<file path="src/rtl/regfile_wb_arbiter.sv">
// Register-file write-port arbiter for pipeline (A) and long-latency (B) writebacks.
// Fixed priority to A with starvation override for B, plus busy-bit scoreboard.
module regfile_wb_arbiter #(
    parameter int DATA_WIDTH   = 32,
    parameter int ADDR_WIDTH   = 5,
    parameter int STARVE_LIMIT = 4
) (
    input  logic                     clk,
    input  logic                     reset,
    input  logic                     a_valid,
    output logic                     a_ready,
    input  logic [ADDR_WIDTH-1:0]    a_addr,
    input  logic [DATA_WIDTH-1:0]    a_data,
    input  logic                     b_valid,
    output logic                     b_ready,
    input  logic [ADDR_WIDTH-1:0]    b_addr,
    input  logic [DATA_WIDTH-1:0]    b_data,
    input  logic                     alloc_valid,
    input  logic [ADDR_WIDTH-1:0]    alloc_addr,
    input  logic [ADDR_WIDTH-1:0]    q_addr1,
    input  logic [ADDR_WIDTH-1:0]    q_addr2,
    output logic                     q_busy1,
    output logic                     q_busy2,
    output logic                     rf_we,
    output logic [ADDR_WIDTH-1:0]    rf_waddr,
    output logic [DATA_WIDTH-1:0]    rf_wdata,
    output logic [2**ADDR_WIDTH-1:0] busy
);

    localparam int NREG = 2**ADDR_WIDTH;
    localparam int CW   = $clog2(STARVE_LIMIT+1);
    localparam logic [CW-1:0] LIMIT = CW'(STARVE_LIMIT);

    logic [CW-1:0]         wait_cnt_q, wait_cnt_d;
    logic                  rf_we_q, rf_we_d;
    logic [ADDR_WIDTH-1:0] rf_waddr_q, rf_waddr_d;
    logic [DATA_WIDTH-1:0] rf_wdata_q, rf_wdata_d;
    logic [NREG-1:0]       busy_q, busy_d;
    logic                  starve;
    logic                  grant_a, grant_b;

    assign starve  = (wait_cnt_q == LIMIT);
    assign grant_a = a_valid & (~starve | ~b_valid);
    assign grant_b = b_valid & (starve | ~a_valid);

    always_comb begin
        wait_cnt_d = wait_cnt_q;
        if (!b_valid || grant_b)
            wait_cnt_d = '0;
        else if (wait_cnt_q != LIMIT)
            wait_cnt_d = wait_cnt_q + 1'b1;
    end

    always_comb begin
        rf_we_d    = 1'b0;
        rf_waddr_d = rf_waddr_q;
        rf_wdata_d = rf_wdata_q;
        if (grant_a) begin
            rf_we_d    = (a_addr != '0);
            rf_waddr_d = a_addr;
            rf_wdata_d = a_data;
        end else if (grant_b) begin
            rf_we_d    = (b_addr != '0);
            rf_waddr_d = b_addr;
            rf_wdata_d = b_data;
        end
    end

    // Set after clear so a same-cycle re-alloc keeps the register busy.
    always_comb begin
        busy_d = busy_q;
        if (grant_b && b_addr != '0)
            busy_d[b_addr] = 1'b0;
        if (alloc_valid && alloc_addr != '0)
            busy_d[alloc_addr] = 1'b1;
        busy_d[0] = 1'b0;
    end

    always_ff @(posedge clk or posedge reset) begin
        if (reset) begin
            wait_cnt_q <= '0;
            rf_we_q    <= 1'b0;
            rf_waddr_q <= '0;
            rf_wdata_q <= '0;
            busy_q     <= '0;
        end else begin
            wait_cnt_q <= wait_cnt_d;
            rf_we_q    <= rf_we_d;
            rf_waddr_q <= rf_waddr_d;
            rf_wdata_q <= rf_wdata_d;
            busy_q     <= busy_d;
        end
    end

    assign a_ready  = grant_a;
    assign b_ready  = grant_b;
    assign q_busy1  = busy_q[q_addr1];
    assign q_busy2  = busy_q[q_addr2];
    assign rf_we    = rf_we_q;
    assign rf_waddr = rf_waddr_q;
    assign rf_wdata = rf_wdata_q;
    assign busy     = busy_q;

endmodule

</file>
<file path="config.mk">
export PLATFORM = sky130hd
export DESIGN_NAME = regfile_wb_arbiter
export DESIGN_NICKNAME = d
export VERILOG_FILES = /design/src/rtl/regfile_wb_arbiter.sv
export SDC_FILE = /design/constraint.sdc
export NUM_CORES = 1
export LEC_CHECK = 0
export BUFFER_PORTS_ARGS = -buffer_cell sky130_fd_sc_hd__buf_2
export CAP_MARGIN = 5
export CORE_ASPECT_RATIO = 0.9
export CORE_MARGIN = 8
export CORE_UTILIZATION = 54
export CTS_BUF_LIST = sky130_fd_sc_hd__clkbuf_8
export DETAILED_ROUTE_END_ITERATION = 6
export PLACE_DENSITY_LB_ADDON = 0.25
export SLEW_MARGIN = 0
export SYNTH_ARGS = -nofsm -noshare
export SYNTH_HDL_FRONTEND = slang
export SYNTH_SLANG_ARGS = --single-unit
</file>
<file path="constraint.sdc">
create_clock -name clk -period 3.56 [get_ports clk]
set_input_delay 0.534 -clock clk [delete_from_list [all_inputs] [get_ports clk]]
set_output_delay 0.534 -clock clk [all_outputs]
set_load 0.01 [all_outputs]
</file>
==> impl_metrics.py <==
metrics = {
    "status": {
        "status": "complete, no violations",
    },
    "sta": {
        "finalSetupViolCount": 0,
        "grt_setup_unrepaired": "false",
        "maxSlewViolCount": 0,
        "hold_violations": 0,
        "tightestPinTransition_ns": 0.6526,
        "fin_skew_ns": 0.008847,
        "max_slew_margin": 0.5616,
        "tns_ns": 0,
        "finalCriticalPeriod_ns": 2.423,
        "period_share": 0.6807,
        "fmax_mhz": 412.7,
    },
    "setup_path": {
        "critical_path_class": "reg2out",
        "crit_path_end_kind": "output port",
        "crit_arrival_ns": 1.89,
        "required_ns": 3.03,
        "startpoint_type": "flip-flop",
        "crit_path_max_fanout": 13,
    },
    "run": {
        "drv_cap": 0,
    },
    "routing": {
        "detail_route.wirelength_mm": 12.86,
        "drt_iter0_drc": 156,
        "drc": 0,
        "first_pass_iters": 5,
        "vias_per_cell": 6.071,
        "wl_per_cell_um": 19.72,
        "via_count": 3958,
        "postRouteAntennaNets": 0,
    },
    "synthesis": {
        "synthTopCellsByArea": "dfrtp_1 (43%), mux2i_1 (13%), o221a_2 (10%)",
        "yosysUniqueCellTypes": 39,
        "synth_area_per_cell_sq_um": 10.56,
        "yosysTopAreaCellShare": 0.4310,
        "synth_seq_cells": 72,
        "syn-num-nets": 492,
        "ys_seq_area_frac": 0.4310,
        "syn_inst": 396,
        "synth_edf_count": 0,
        "synth_ff_type": "dfrtp_1",
        "ys_warn_count": 0,
        "yosysTopAreaCell": "dfrtp_1",
        "synth_area_sq_um": 4180,
        "synthArstFlopShare": 1.000,
    },
    "clock_network": {
        "ctsHtreeMaxLevel": 3,
        "clock-sinks": 72,
        "ctsResizeCount": 0,
        "cts_made_buffers": 9,
        "holdBufCountCts": 0,
        "clockRootBuffer": "clkbuf_8",
        "clk_pin_slew_ns": 0.08,
        "cts_buffer_depth": 2,
        "cts_tree": "built",
        "cts_setup_buffers": 0,
        "insertion_delay_ns": 0.34,
    },
    "finish": {
        "fin_nets": 647,
        "syn_to_final_growth_pct": 24.96,
        "num_antenna_cells": 0,
        "layout_commonest_cell": "buf_2",
        "fillerInstances": 598,
        "layout_common_cells": "buf_2 (166), nand2_1 (73), dfrtp_1 (72)",
        "final_area_sq_um": 5224,
        "drive_above_1_share": 0.4281,
    },
    "die": {
        "die_x_um": 108.7,
        "rows": 30,
        "die_h_um": 99.47,
        "pin_count": 168,
        "initial_core_util": 0.5541,
        "die-area_sq_um": 10820,
        "fp.coreArea_sq_um": 7545,
    },
    "grt": {
        "grt_max_degree": 45,
        "grt_pass1_vias": 4226,
        "grt_usage": 0.2407,
        "grt_overflow": 0,
        "grt_pass1_wl_mm": 20.76,
        "antenna_found_initial": 0,
    },
    "power_and_ir_drop": {
        "p_per_area_nw_per_um2": 458.1,
        "irDropWorstVdd_uv": 227.3,
        "p_leak_nw": 2.559,
    },
    "min_path": {
        "worstHoldPathType": "in2async",
    },
    "placed_design": {
        "hpwl_mm": 9.966,
        "gp_congestion": 0.9194,
        "port_buffers": 166,
        "place_area_sq_um": 5041,
    },
}
## layout make-up
class / count / area [sq um] / area share
clock inverter: 5 / 31.28 / 0.005988
clock buffer: 11 / 151.4 / 0.02898
timing repair buffer: 171 / 868.3 / 0.1662
inverter: 9 / 33.78 / 0.006467
multi-input combinational: 288 / 2217 / 0.4244
tap: 96 / 120.1 / 0.02299
sequential: 72 / 1802 / 0.3449
## cells in the mapped netlist, types with 2 or more instances
library cell   n
clkbuf_1      10
mux4_2         6
inv_1          8
dfrtp_1       72
nand3_1       11
nand4_1        3
o2111ai_1      2
and3_1         3
a21oi_1        6
and3b_1        2
buf_4          3
ha_1           2
nor3_2         3
nand3b_1       3
nor3_1         5
buf_1          2
a22oi_1        4
buf_2         12
o221a_2       37
nor3b_1        6
nor2_1        11
mux2i_1       56
a22o_1        16
a211oi_1       2
o2bb2ai_1     16
nor2b_1        4
o211ai_1       2
nand2_1       73
nand2b_1       6
## flip-flops by register name, indices dropped and copies added (netlist names)
register / cells
rf_wdata: 32
busy: 31
rf_waddr: 5
wait_cnt_q: 3
rf_we: 1
## stage by stage
step / hold WS (ns) / std cells / utilization / setup WS (ns) / power (mW)
after global placement: 0.4572 / 636 / 0.6682 / 1.290 / 1.786
after global routing: 0.2811 / 652 / 0.6924 / 1.021 / 2.517
after floorplan: 0.4428 / 396 / - / 1.201 / 1.480
after CTS: 0.2404 / 652 / 0.6924 / 1.122 / 2.405
after detailed placement: 0.4830 / 636 / 0.6682 / 1.275 / 1.809
final: 0.2368 / 652 / 0.6924 / 1.137 / 2.393
## kinds of logic after synthesis
logic type,share of synthesized area
multiplexers,0.1664
flip-flops,0.4310
other,0.0008971
AND/OR/NAND/NOR,0.1589
buffers and inverters,0.03861
AO/OA/AOI/OAI,0.1981
adder cells (fa/ha/maj),0.005985
## worst paths after layout
kind                                                 from                        end  slack [ns]  cells after the start
worst min register to register  wait_cnt_q[0]$_DFFE_PP0P_  wait_cnt_q[0]$_DFFE_PP0P_        0.49                      1
max in group asynchronous                           reset         busy[22]$_DFF_PP0_        2.34                      3
worst min-delay path                                reset         busy[26]$_DFF_PP0_        0.24                      2
min in group clk                                b_data[9]    rf_wdata[9]$_DFFE_PP0P_        0.45                      2
worst max-delay path            wait_cnt_q[0]$_DFFE_PP0P_                    b_ready        1.14                      6
worst max register to register  wait_cnt_q[0]$_DFFE_PP0P_          busy[8]$_DFF_PP0_        1.55                      7
## power breakdown
part           internal, mW  switching, mW  total [mW]
logic                 0.349          0.340       0.689
registers             0.952          0.154        1.11
clock network         0.288          0.309       0.598
## worst max-delay path, cell delays in order, from the launching register on
cell	delay (ns)
dfrtp_1	0.38
inv_1	0.05
ha_1	0.23
a21bo_2	0.23
nand2_1	0.37
inv_2	0.11
buf_2	0.17
## per-layer routing
layer	part of all wire	routed length (um)	GRT usage	up-vias
met5	0	0	0	-
met4	0.019	249	0.08517	0
met3	0.089	1139	0.07369	23
met2	0.47	6086	0.3860	187
met1	0.42	5385	0.2988	1933
li1	-	-	-	1815
Note: power is estimated with default switching activity, not from simulation.
